**src/rtl/cv32e40p_rf_arb_pkg.sv**
```systemverilog
// Shared types and constants for the register-file write-port arbiter.
package cv32e40p_rf_arb_pkg;

  localparam int RF_ADDR_W         = 6;
  localparam int RF_DATA_W         = 32;
  localparam int RF_ARB_FIFO_DEPTH = 2;

  localparam int REQ_ALU = 0;
  localparam int REQ_LSU = 1;
  localparam int REQ_APU = 2;

  typedef struct packed {
    logic [RF_ADDR_W-1:0] addr;
    logic [RF_DATA_W-1:0] data;
  } rf_wreq_t;

endpackage

```
**src/rtl/cv32e40p_rf_arb_fifo.sv**
```systemverilog
// Per-requester write buffer; exposes its storage and occupancy mask for the pending scoreboard.
module cv32e40p_rf_arb_fifo
  import cv32e40p_rf_arb_pkg::*;
#(
  parameter int  DEPTH = RF_ARB_FIFO_DEPTH,
  parameter type T     = rf_wreq_t
) (
  input  logic               clk_int,
  input  logic               rst_n,
  input  logic               push_i,
  input  T                   data_i,
  input  logic               pop_i,
  output T                   head_o,
  output logic               full_o,
  output logic               empty_o,
  output T     [DEPTH-1:0]   mem_o,
  output logic [DEPTH-1:0]   vld_o
);

  localparam int PW = $clog2(DEPTH);

  T     [DEPTH-1:0] mem_q;
  logic [PW-1:0]    wptr_q, rptr_q;
  logic [PW:0]      cnt_q;
  logic             do_push, do_pop;

  assign empty_o = (cnt_q == '0);
  assign full_o  = (cnt_q == (PW+1)'(DEPTH));
  assign do_pop  = pop_i & ~empty_o;
  // A push while full is legal when the head leaves in the same cycle.
  assign do_push = push_i & (~full_o | do_pop);
  assign head_o  = mem_q[rptr_q];
  assign mem_o   = mem_q;

  always_comb begin
    vld_o = '0;
    for (int i = 0; i < DEPTH; i++)
      vld_o[i] = ({1'b0, PW'(i) - rptr_q} < cnt_q);
  end

  always_ff @(posedge clk_int or negedge rst_n) begin
    if (!rst_n) begin
      wptr_q <= '0;
      rptr_q <= '0;
      cnt_q  <= '0;
    end else begin
      if (do_push) wptr_q <= wptr_q + 1'b1;
      if (do_pop)  rptr_q <= rptr_q + 1'b1;
      cnt_q <= cnt_q + {{PW{1'b0}}, do_push} - {{PW{1'b0}}, do_pop};
    end
  end

  always_ff @(posedge clk_int) begin
    if (do_push) mem_q[wptr_q] <= data_i;
  end

endmodule

```
**src/rtl/cv32e40p_rf_wport_arbiter.sv**
```systemverilog
// Merges NUM_REQ buffered write streams onto two register-file write ports, round-robin.
// Define CV32E40P_RF_ARB_SCOREBOARD_EN to build the pending_o per-register scoreboard.
module cv32e40p_rf_wport_arbiter
  import cv32e40p_rf_arb_pkg::*;
#(
  parameter int ADDR_WIDTH = RF_ADDR_W,
  parameter int DATA_WIDTH = RF_DATA_W,
  parameter int NUM_REQ    = 3,
  parameter int FIFO_DEPTH = RF_ARB_FIFO_DEPTH
) (
  input  logic                                clk_int,
  input  logic                                rst_n,
  input  logic [NUM_REQ-1:0]                  req_valid_i,
  output logic [NUM_REQ-1:0]                  req_ready_o,
  input  logic [NUM_REQ-1:0][ADDR_WIDTH-1:0]  req_addr_i,
  input  logic [NUM_REQ-1:0][DATA_WIDTH-1:0]  req_data_i,
  output logic                                we_a_o,
  output logic [ADDR_WIDTH-1:0]               waddr_a_o,
  output logic [DATA_WIDTH-1:0]               wdata_a_o,
  output logic                                we_b_o,
  output logic [ADDR_WIDTH-1:0]               waddr_b_o,
  output logic [DATA_WIDTH-1:0]               wdata_b_o,
  output logic [2**ADDR_WIDTH-1:0]            pending_o,
  output logic                                busy_o
);

  localparam int RRW = (NUM_REQ > 1) ? $clog2(NUM_REQ) : 1;

  // Same {addr, data} layout as rf_wreq_t, sized by this instance's parameters.
  typedef struct packed {
    logic [ADDR_WIDTH-1:0] addr;
    logic [DATA_WIDTH-1:0] data;
  } wreq_t;

  wreq_t [NUM_REQ-1:0]                 head;
  wreq_t [NUM_REQ-1:0][FIFO_DEPTH-1:0] ent;
  logic  [NUM_REQ-1:0][FIFO_DEPTH-1:0] ent_vld;
  logic  [NUM_REQ-1:0]                 full, empty, push, pop;

  for (genvar g = 0; g < NUM_REQ; g++) begin : g_fifo
    assign push[g] = req_valid_i[g] & ~full[g];
    cv32e40p_rf_arb_fifo #(.DEPTH(FIFO_DEPTH), .T(wreq_t)) u_fifo (
      .clk_int (clk_int),
      .rst_n   (rst_n),
      .push_i  (push[g]),
      .data_i  (wreq_t'({req_addr_i[g], req_data_i[g]})),
      .pop_i   (pop[g]),
      .head_o  (head[g]),
      .full_o  (full[g]),
      .empty_o (empty[g]),
      .mem_o   (ent[g]),
      .vld_o   (ent_vld[g])
    );
  end

  assign req_ready_o = ~full;
  assign busy_o      = ~&empty;

  logic [RRW-1:0] rr_q, rr_d, idx;
  logic           ga_vld, gb_vld;
  wreq_t          ga, gb;

  // Walk heads from rr_q; a head colliding with port A's address is skipped for B and stays queued.
  always_comb begin
    pop    = '0;
    ga_vld = 1'b0;
    gb_vld = 1'b0;
    ga     = '0;
    gb     = '0;
    rr_d   = rr_q;
    idx    = '0;
    for (int k = 0; k < NUM_REQ; k++) begin
      idx = RRW'((int'(rr_q) + k) % NUM_REQ);
      if (!empty[idx]) begin
        if (!ga_vld) begin
          ga_vld   = 1'b1;
          ga       = head[idx];
          pop[idx] = 1'b1;
          rr_d     = RRW'((int'(idx) + 1) % NUM_REQ);
        end else if (!gb_vld && head[idx].addr != ga.addr) begin
          gb_vld   = 1'b1;
          gb       = head[idx];
          pop[idx] = 1'b1;
          rr_d     = RRW'((int'(idx) + 1) % NUM_REQ);
        end
      end
    end
  end

  logic                  we_a_q, we_b_q;
  logic [ADDR_WIDTH-1:0] waddr_a_q, waddr_b_q;
  logic [DATA_WIDTH-1:0] wdata_a_q, wdata_b_q;

  always_ff @(posedge clk_int or negedge rst_n) begin
    if (!rst_n) begin
      rr_q      <= '0;
      we_a_q    <= 1'b0;
      we_b_q    <= 1'b0;
      waddr_a_q <= '0;
      waddr_b_q <= '0;
      wdata_a_q <= '0;
      wdata_b_q <= '0;
    end else begin
      rr_q   <= rr_d;
      // x0 pops use up the slot but never write
      we_a_q <= ga_vld && (ga.addr != '0);
      we_b_q <= gb_vld && (gb.addr != '0);
      if (ga_vld) begin
        waddr_a_q <= ga.addr;
        wdata_a_q <= ga.data;
      end
      if (gb_vld) begin
        waddr_b_q <= gb.addr;
        wdata_b_q <= gb.data;
      end
    end
  end

  assign we_a_o    = we_a_q;
  assign waddr_a_o = waddr_a_q;
  assign wdata_a_o = wdata_a_q;
  assign we_b_o    = we_b_q;
  assign waddr_b_o = waddr_b_q;
  assign wdata_b_o = wdata_b_q;

`ifdef CV32E40P_RF_ARB_SCOREBOARD_EN
  always_comb begin
    pending_o = '0;
    for (int r = 0; r < NUM_REQ; r++)
      for (int e = 0; e < FIFO_DEPTH; e++)
        if (ent_vld[r][e]) pending_o[ent[r][e].addr] = 1'b1;
    pending_o[0] = 1'b0;
  end
`else
  logic unused_sb;
  assign unused_sb = ^{ent, ent_vld};
  assign pending_o = '0;
`endif

endmodule

```
**config.mk**
```make
export PLATFORM = sky130hd
export DESIGN_NAME = cv32e40p_rf_wport_arbiter
export DESIGN_NICKNAME = d
export VERILOG_FILES = /design/src/rtl/cv32e40p_rf_arb_pkg.sv /design/src/rtl/cv32e40p_rf_arb_fifo.sv /design/src/rtl/cv32e40p_rf_wport_arbiter.sv
export SDC_FILE = /design/constraint.sdc
export NUM_CORES = 1
export LEC_CHECK = 0
export CORE_UTILIZATION = 40
export CTS_BUF_LIST = sky130_fd_sc_hd__clkbuf_16
export DETAILED_ROUTE_END_ITERATION = 6
export SLEW_MARGIN = 20
export SYNTH_ARGS = -nofsm -noshare
export SYNTH_HDL_FRONTEND = slang
export SYNTH_HIERARCHICAL = 1
export SYNTH_SLANG_ARGS = --single-unit
```
**constraint.sdc**
```tcl
create_clock -name clk_int -period 10.91 [get_ports clk_int]
set_clock_uncertainty 0.2 [all_clocks]
set_input_delay 1.6365 -clock clk_int [delete_from_list [all_inputs] [get_ports clk_int]]
set_output_delay 1.6365 -clock clk_int [all_outputs]
set_load 0.1 [all_outputs]
```
==> results.md, run 1 <==
* Status: completed
* Initial Utilization at 0.407
* Iter 0 DRT Violations at 846
* Ant diodes at 0
* P&R area growth vs syn at 19.7%
* Syn avg cell area at between 10 and 15 sq um
* Antenna violations before repair at 1
* Final WL at 47300 um
* Share of layout cells above drive strength 1 at 0.146
* CTS tree: yes
* First-pass GRT wire length at 70400 um
* Die Y at around 200 um
* Final ANT Viol Nets at 0
* Skew-Pair Late Insertion Delay at ~560 ps
* Worst hold slack at about 260 ps
* Worst slew pin tran at about 1200 ps
* CP Launch Type: register
* CTS Hold Bufs at 0
* Worst min-delay path category: register to register
* Setup slack at placement at approximately 4800 ps
* Critical path required time at approximately 11000 ps
* Number of H-tree levels at 2
* Reg-to-reg startpoint: rr_q[0]$_DFF_PN0_
* Num rows at 73
* Die Area at 41500 sq um
* Worst Path Arrival at about 6100 ps
* Hpwl dp at ~32000 um
* GP Congestion at 0.886
* Buffers on Ports at 200
* Max_cap viols at 0
* # Post-CTS Setup Buffers at 0
* R2r endpoint: g_fifo[2].u_fifo/mem_o[55]$_DFFE_PP_
* Placed instance count at just over 2000
* Hold_sp: wdata_b_o[24]$_DFFE_PN0P_
* Headroom to the max-slew limit at 0.212
* Worst setup EP type: register
* Synth Instances at about 1400
* Layout net count at about 1700
* Max Slew Vio Count at 0
* Critical Path Fanout Max at between 50 and 60
* Count of final setup violators at 0
* DRC errors left at 0
* Worst Hold Path Cells at 2
* Final min period at 6160 ps
* Setup TNS Final at 0 ps
* Routed length per instance at around 23 um
* Global-route usage over all layers at 0.230
* Fin cells at ~2100
* Clock Sinks at 320
* Max frequency at ~160 MHz
* Resized cells post-CTS at 0
* Vias per cell at ~5.6
* Worst Hold Path EP: wdata_b_o[24]$_DFFE_PN0P_
* Final worst slack at between 4000 and 5000 ps
* CTS buffer count at 36
* Number of synthesis warnings at 6
* Vias at 11700
* Pin count of the biggest net entering global routing at approximately 100
* Setup CP Type: register to register
* Bufs on Longest Clock Path at 3
* Worst R2R Setup Slack at 4750 ps
* Total gr overflow at 0
* R2R depth at 15
* Final worst-path cycle share at 0.564
* Core footprint at 39900 sq um
* Vias in the first global route at between 10000 and 15000
* Die W at a little over 200 um
* Unrepaired setup endpoints after global routing: false
* CTS root buf: clkbuf_16
* Mapped Area at 16300 sq um
* Num ports at 265
* Drt pass-1 iters at 6
* CTS clk-pin slew, worst paths at approximately 60 ps
* Hold Vio Cnt, Final at 0
metal layers:
metal  up-vias  global-route usage  routed length [um]
li1       5360                   -                   -
met1      5745               0.345               22400
met2       503               0.340               20800
met3        58              0.0318                2980
met4         2              0.0747                1090
met5         -                   0                   9
per-stage QoR:
step / utilization / area, sq um
2_1_floorplan: - / 16500
3_3_place_gp: 0.460 / 18400
3_5_place_dp: 0.460 / 18400
4_1_cts: 0.488 / 19500
5_1_grt: 0.488 / 19500
6_report: 0.488 / 19500
critical path, cell delays in order (launching register included):
cell and delay (ps):
dfrtp_1 440, inv_1 120, ha_4 560, buf_4 670
nor2b_4 500, o2bb2ai_4 210, xor2_1 110, nor4_2 290
o32ai_2 200, o21ai_4 150, buf_4 380, a21oi_4 130
or3_1 320, o211ai_1 230, nor3b_4 110, and3b_2 1010
area by class of cell:
class | instances | area (sq um)
fill | 3526 | 20400
sequential | 320 | 9160
multi-input combinational | 955 | 6390
timing repair buffer | 217 | 2130
clock buffer | 36 | 901
tap | 525 | 657
clock inverter | 30 | 195
inverter | 14 | 52.6
registers in the layout (all words and copies together) (netlist names):
signal                count
rr_q                      2
waddr_b_o                 6
wdata_a_o                32
waddr_a_o                 6
g_fifo.u_fifo/wptr_q      3
we_a_o                    1
we_b_o                    1
g_fifo.u_fifo/cnt_q       6
g_fifo.u_fifo/rptr_q      3
wdata_b_o                32
g_fifo.u_fifo/mem_o     228
cell usage in the layout, fill, tap and decap left out, drive strengths merged, types with 5 or more instances in the layout:
| master | instances |
|---|---|
| edfxtp | 228 |
| nand2 | 141 |
| a21o | 10 |
| a31oi | 6 |
| clkdlybuf4s50 | 199 |
| o21ai | 106 |
| mux2 | 119 |
| clkinv | 14 |
| nor3 | 5 |
| nor2 | 58 |
| buf | 18 |
| ha | 10 |
| o22ai | 72 |
| o22a | 7 |
| mux2i | 51 |
| o2bb2ai | 12 |
| conb | 64 |
| nand3 | 9 |
| o211ai | 17 |
| clkbuf | 36 |
| nor2b | 42 |
| nand2b | 12 |
| a22oi | 17 |
| dfrtp | 92 |
| xnor2 | 13 |
| inv | 27 |
| or3 | 5 |
| a2bb2oi | 10 |
| a21oi | 124 |
worst max-delay path by stage:
stage | start | end | slack (ps) | depth (start not counted)
after global routing | rr_q[0]$_DFF_PN0_ | g_fifo[2].u_fifo/mem_o[42]$_DFFE_PP_ | 4360 | 15
after detailed placement | rr_q[0]$_DFF_PN0_ | g_fifo[2].u_fifo/mem_o[65]$_DFFE_PP_ | 4800 | 15
final | rr_q[0]$_DFF_PN0_ | g_fifo[2].u_fifo/mem_o[55]$_DFFE_PP_ | 4750 | 15
after CTS | rr_q[0]$_DFF_PN0_ | g_fifo[2].u_fifo/mem_o[62]$_DFFE_PP_ | 4760 | 15
after global placement | rr_q[0]$_DFF_PN0_ | g_fifo[2].u_fifo/mem_o[65]$_DFFE_PP_ | 4890 | 15
after floorplan | rr_q[0]$_DFF_PN0_ | g_fifo[2].u_fifo/mem_o[0]$_DFFE_PP_ | 5800 | 14
Power of run 1 is left out: the tool's default activity adds up to more than one toggle a clock period on the data nets, which glitch-free logic cannot reach.
==> run 2, diff against run 1 <==
PLACE_DENSITY = 0.65   (was unset)
clock period = 5 ns   (was 10.91 ns; I/O delays follow)
==> run 2 against run 1 <==
  * First-iteration DRC count grew 30%
  * Die area is the same
  * Critical endpoint is now g_fifo[2].u_fifo/cnt_q[1]$_DFF_PN0_
  * Largest cell class unchanged
  * Cell area rose by 2.6%
  * Non-clock buffer count up 45
  * Via count increased by 3.3%
  * Highest routed layer unchanged
==> results.md, run 2 (same netlist as run 1, synthesis figures left out) <==
* Post-DP Area at roughly 19000 sq um
* CTS tree: yes
* Skew-Pair Late Insertion Delay at 540 ps
* Area of the multi-input gates at ~6400 sq um
* Global-route usage over all layers at 0.236
* Vias per cell at 5.63
* Met3 WL at about 3200 um
* Slowest stage delay, CP at 530 ps
* Num rows at 73
* Final WL at 48800 um
* Die W at approximately 200 um
* Final min period at about 4900 ps
* Iter 0 DRT Violations at ~1100
* Hpwl dp at 32900 um
* Buffers on Ports at 200
* Worst Path Arrival at 5120 ps
* Worst-path cell chain: inv_1 -> ha_4 -> mux2_1 -> mux2_2 -> a21oi_1 -> o31ai_1 -> a311oi_1 -> or3_4 -> a21oi_4 -> or3_1 -> o211ai_1 -> nor3b_4 -> nand2b_1 -> ha_1 -> inv_1 -> ha_1 -> xnor2_1 -> xnor2_1
* FF/Latch Area at approximately 9200 sq um
* CTS root buf: clkbuf_16
* WP buf/inv at 2
* CP Launch Type: register
* Ant diodes at 0
* Design area at roughly 20000 sq um
* Drt pass-1 iters at 5
* Setup CP Type: register to register
* M1 wire length at approximately 22000 um
* Routed length per instance at between 20 and 25 um
* CTS clk-pin slew, worst paths at 60 ps
* CTS buffer count at 36
* P&R area growth vs syn at 22.8%
* Most frequent cells in the layout: 228 x edfxtp_1, 199 x clkdlybuf4s50_1, 140 x nand2_1, 121 x a21oi_1, 116 x mux2_2
* Slowest stage cell, crit path: a311oi_1
* Worst setup EP type: register
* Unrepaired setup endpoints after global routing: false
* Final worst-path cycle share at 0.970
* Core footprint at approximately 40000 sq um
* Max frequency at between 200 and 250 MHz
* Antenna violations before repair at 2
* Delay-heaviest family, CP: compound AO/OA/AOI/OAI gates
* GP Congestion at between 0.8 and 0.9
* Worst hold slack at approximately 130 ps
* Critical Path Fanout Max at 12
* Max_cap viols at 0
* Met2 routed WL at around 22000 um
* Top sig layer: met5
* Num ports at around 270
* Layout net count at 1719
* Bufs on Longest Clock Path at 3
* Die Area at just over 40000 sq um
* Worst slew pin tran at between 1000 and 1500 ps
* DRC errors left at 0
* Initial Utilization at 0.407
* Critical path required time at around 5300 ps
* Vias at between 10000 and 15000
* Hold Vio Cnt, Final at 0
* Status: completed
* Commonest non-fill, non-tap cell in the layout: edfxtp_1
* Final ANT Viol Nets at 0
* First-pass GRT wire length at approximately 73000 um
* Total gr overflow at 0
* Fillers at roughly 3500
* Vias in the first global route at 11900
* Max Slew Vio Count at 0
* Headroom to the max-slew limit at 0.323
* Die Y at 204 um
* CTS Hold Bufs at 0
* Setup TNS Final at 0 ps
* Pin count of the biggest net entering global routing at 61
* Count of final setup violators at 0
* Largest register FFs at between 200 and 250
* Worst min-delay path category: input pin to asynchronous set/reset pin
* Number of H-tree levels at 2
* Clock Sinks at 320
* Share of layout cells above drive strength 1 at 0.173
run 2: cell count changes in the layout (fill, tap and decap cells not counted), sizes merged:
| cell | before | now |
|---|---|---|
| clkinvlp | 2 | 3 |
| clkinv | 14 | 12 |
| buf | 18 | 63 |
| bufinv | 1 | 3 |
| clkbuf | 36 | 38 |
| inv | 27 | 22 |
| nor2 | 58 | 59 |
run 2: repair_timing:
| action | in CTS | in global routing |
|---|---|---|
| endpoints found under the setup margin | 12 | 15 |
| setup buffers | 0 | 12 |
| resized for setup | 0 | 0 |
| pin swaps | 1 | 4 |
| gates cloned | 0 | 1 |
run 2: per-layer routing:
metal | up-vias | track usage
met2 | 541 | 0.372
met3 | 96 | 0.0441
met1 | 5959 | 0.324
li1 | 5457 | -
met5 | - | 0
met4 | 4 | 0.0803
run 2: worst paths after layout:
kind | slack [ps] | from | end | depth (start not counted)
max in group asynchronous | 3430 | rst_n | wdata_b_o[25]$_DFFE_PN0P_ | 2
min in group clk_int | 280 | waddr_a_o[1]$_DFFE_PN0P_ | waddr_a_o[1]$_DFFE_PN0P_ | 1
hold / removal | 130 | rst_n | g_fifo[1].u_fifo/cnt_q[0]$_DFF_PN0_ | 1
hold reg to reg | 280 | waddr_a_o[1]$_DFFE_PN0P_ | waddr_a_o[1]$_DFFE_PN0P_ | 1
setup reg to reg | 150 | rr_q[1]$_DFF_PN0_ | g_fifo[2].u_fifo/cnt_q[1]$_DFF_PN0_ | 18
setup / recovery | 150 | rr_q[1]$_DFF_PN0_ | g_fifo[2].u_fifo/cnt_q[1]$_DFF_PN0_ | 18
run 2: area by class of cell:
cell class | count | share of cell area
clock inverter | 26 | 0.0102
tap | 525 | 0.0329
sequential | 320 | 0.458
multi-input combinational | 956 | 0.320
inverter | 14 | 0.00263
clock buffer | 38 | 0.0476
timing repair buffer | 262 | 0.128
run 2: worst register-to-register path, delay by kind of cell (launching register included):
kind	cells	cell delay [ps]
AO/OA/AOI/OAI	5	1190
XOR/XNOR	2	300
adder cells (fa/ha/maj)	3	700
buffers and inverters	2	190
flip-flops	1	420
multiplexers	2	830
AND/OR/NAND/NOR	4	960
run 2: metrics by stage:
step / instances / worst slack, ps / utilization
finish: 2141 / 150 / 0.500
CTS: 2128 / 7.86 / 0.497
detailed placement: 2064 / 40.7 / 0.468
floorplan: 1444 / 16.0 / -
global route: 2141 / 1.05 / 0.500
global placement: 2064 / 81.8 / 0.468
Power of run 2 is left out for the same reason.
==> run 3, diff against run 2 <==
PLACE_DENSITY = 0.67   (was 0.65)
==> run 3 against run 2 <==
  * Fmax is 1.6% higher
  * Global-route usage is 0.23 points lower
  * Cell area hardly changed
  * First-iteration DRC count is 3.5% higher
  * Critical path depth is 2 higher
  * Largest cell class unchanged
  * Worst hold slack better by 63 ps
  * Flip-flop and latch count stayed put
  * Core utilization hardly changed
  * Register-to-register slack better by 80 ps
==> results.md, run 3 (same netlist as run 1, synthesis figures left out) <==
* Critical path required time at between 5000 and 6000 ps
* Pin count of the biggest net entering global routing at 80
* Die Area at between 40000 and 50000 sq um
* Global-route usage over all layers at 0.233
* Count of final setup violators at 0
* Ant diodes at 0
* Slowest stage delay, CP at ~450 ps
* Commonest non-fill, non-tap cell in the layout: edfxtp_1
* Final worst-path cycle share at 0.955
* Status: completed
* Worst slew pin tran at 1060 ps
* CTS tree: yes
* Num rows at 73
* CP Launch Type: register
* Routed length per instance at 22.9 um
* Layout net count at about 1700
* Worst-path cell chain: inv_1 -> ha_4 -> mux2_1 -> mux2i_2 -> buf_6 -> nand3_1 -> a21oi_1 -> o32ai_1 -> buf_4 -> or3_4 -> a21oi_4 -> nand3b_1 -> o221ai_2 -> nor3b_4 -> nand2b_1 -> ha_1 -> inv_1 -> ha_1 -> xnor2_1 -> xnor2_1
* Initial Utilization at 0.407
* CTS buffer count at 36
* First-pass GRT wire length at approximately 72000 um
* Headroom to the max-slew limit at 0.289
* Final WL at about 49000 um
* Max Slew Vio Count at 0
* CTS root buf: clkbuf_16
* Vias at about 12000
* Unrepaired setup endpoints after global routing: false
* Antenna violations before repair at 2
* Final min period at 4770 ps
* Worst min-delay path category: input pin to asynchronous set/reset pin
* Num ports at 265
* P&R area growth vs syn at 22.8%
* Worst Path Arrival at 5020 ps
* CTS clk-pin slew, worst paths at ~60 ps
* Final ANT Viol Nets at 0
* Critical Path Fanout Max at 19
* Skew-Pair Late Insertion Delay at between 500 and 600 ps
* Setup CP Type: register to register
* DRC errors left at 0
* Buffers on Ports at 200
* Total gr overflow at 0
* Slowest stage cell, crit path: nor3b_4
* Share of layout cells above drive strength 1 at 0.174
* Drt pass-1 iters at 5
* Largest register FFs at between 200 and 250
* # Post-CTS Setup Buffers at 0
* Vias in the first global route at 11800
* Setup TNS Final at 0 ps
* Die Y at 204 um
* Max frequency at 209 MHz
* Bufs on Longest Clock Path at 3
* Iter 0 DRT Violations at 1136
* Max_cap viols at 0
* Die W at 204 um
* Hold Vio Cnt, Final at 0
* Number of H-tree levels at 2
* Clock Sinks at between 300 and 400
* GP Congestion at 0.870
* Worst setup EP type: register
* Vias per cell at 5.69
* Hpwl dp at about 33000 um
* Core footprint at about 40000 sq um
* Most frequent cells in the layout: 228 x edfxtp_1, 199 x clkdlybuf4s50_1, 140 x nand2_1, 121 x a21oi_1, 116 x mux2_2
==> run 3: layout make-up <==
type                            instances  area [sq um]
Multi-Input combinational cell        957          6420
Clock buffer                           39           976
Tap cell                              525           657
Clock inverter                         27           193
Inverter                               14          52.6
Fill cell                            3533         19900
Timing Repair Buffer                  258          2520
Sequential cell                       320          9150
==> run 3: layer usage <==
layer,vias to the layer above,wire [um],global-route usage
li1,5442,-,-
met1,6004,21500,0.324
met2,630,23000,0.375
met3,86,3290,0.0352
met4,4,1190,0.0728
met5,-,22,0
==> run 3: path summary, 6_finish.rpt <==
check                      slack [ps]                      start                                   to  cells past startpoint
setup / recovery                  230          rr_q[1]$_DFF_PN0_  g_fifo[0].u_fifo/cnt_q[1]$_DFF_PN0_                     20
setup reg to reg                  230          rr_q[1]$_DFF_PN0_  g_fifo[0].u_fifo/cnt_q[1]$_DFF_PN0_                     20
min in group clk_int              270  wdata_b_o[22]$_DFFE_PN0P_            wdata_b_o[22]$_DFFE_PN0P_                      2
max in group asynchronous        3420                      rst_n             waddr_a_o[1]$_DFFE_PN0P_                      2
hold reg to reg                   270  wdata_b_o[22]$_DFFE_PN0P_            wdata_b_o[22]$_DFFE_PN0P_                      2
hold / removal                    190                      rst_n            wdata_a_o[12]$_DFFE_PN0P_                      1
==> run 3: critical path, delay by kind of cell, from the launching register on <==
family,cells,cell delay (ps)
buffers and inverters,4,560
adders and majority gates,3,730
DFF,1,430
xor gates and xnor gates,2,260
AOI/OAI and AO/OA,4,660
muxes,2,610
and+or+nand+nor,5,1240
==> run 3: repair_timing <==
item	4_1_cts	5_1_grt
hold buffers	0	0
endpoints found under the setup margin	0	29
hold endpoints to repair	0	0
gates resized for setup	0	7
==> run 3: metrics by stage <==
stage	std cells	hold WS, ps	setup WS [ps]	area (sq um)	util
after global routing	2140	241	44.8	20000	0.500
final	2140	191	226	20000	0.500
after floorplan	1444	254	16.0	16500	-
after global placement	2072	260	174	18800	0.470
after CTS	2138	211	153	19900	0.499
after detailed placement	2072	258	195	18800	0.470
Power of run 3 is left out for the same reason.
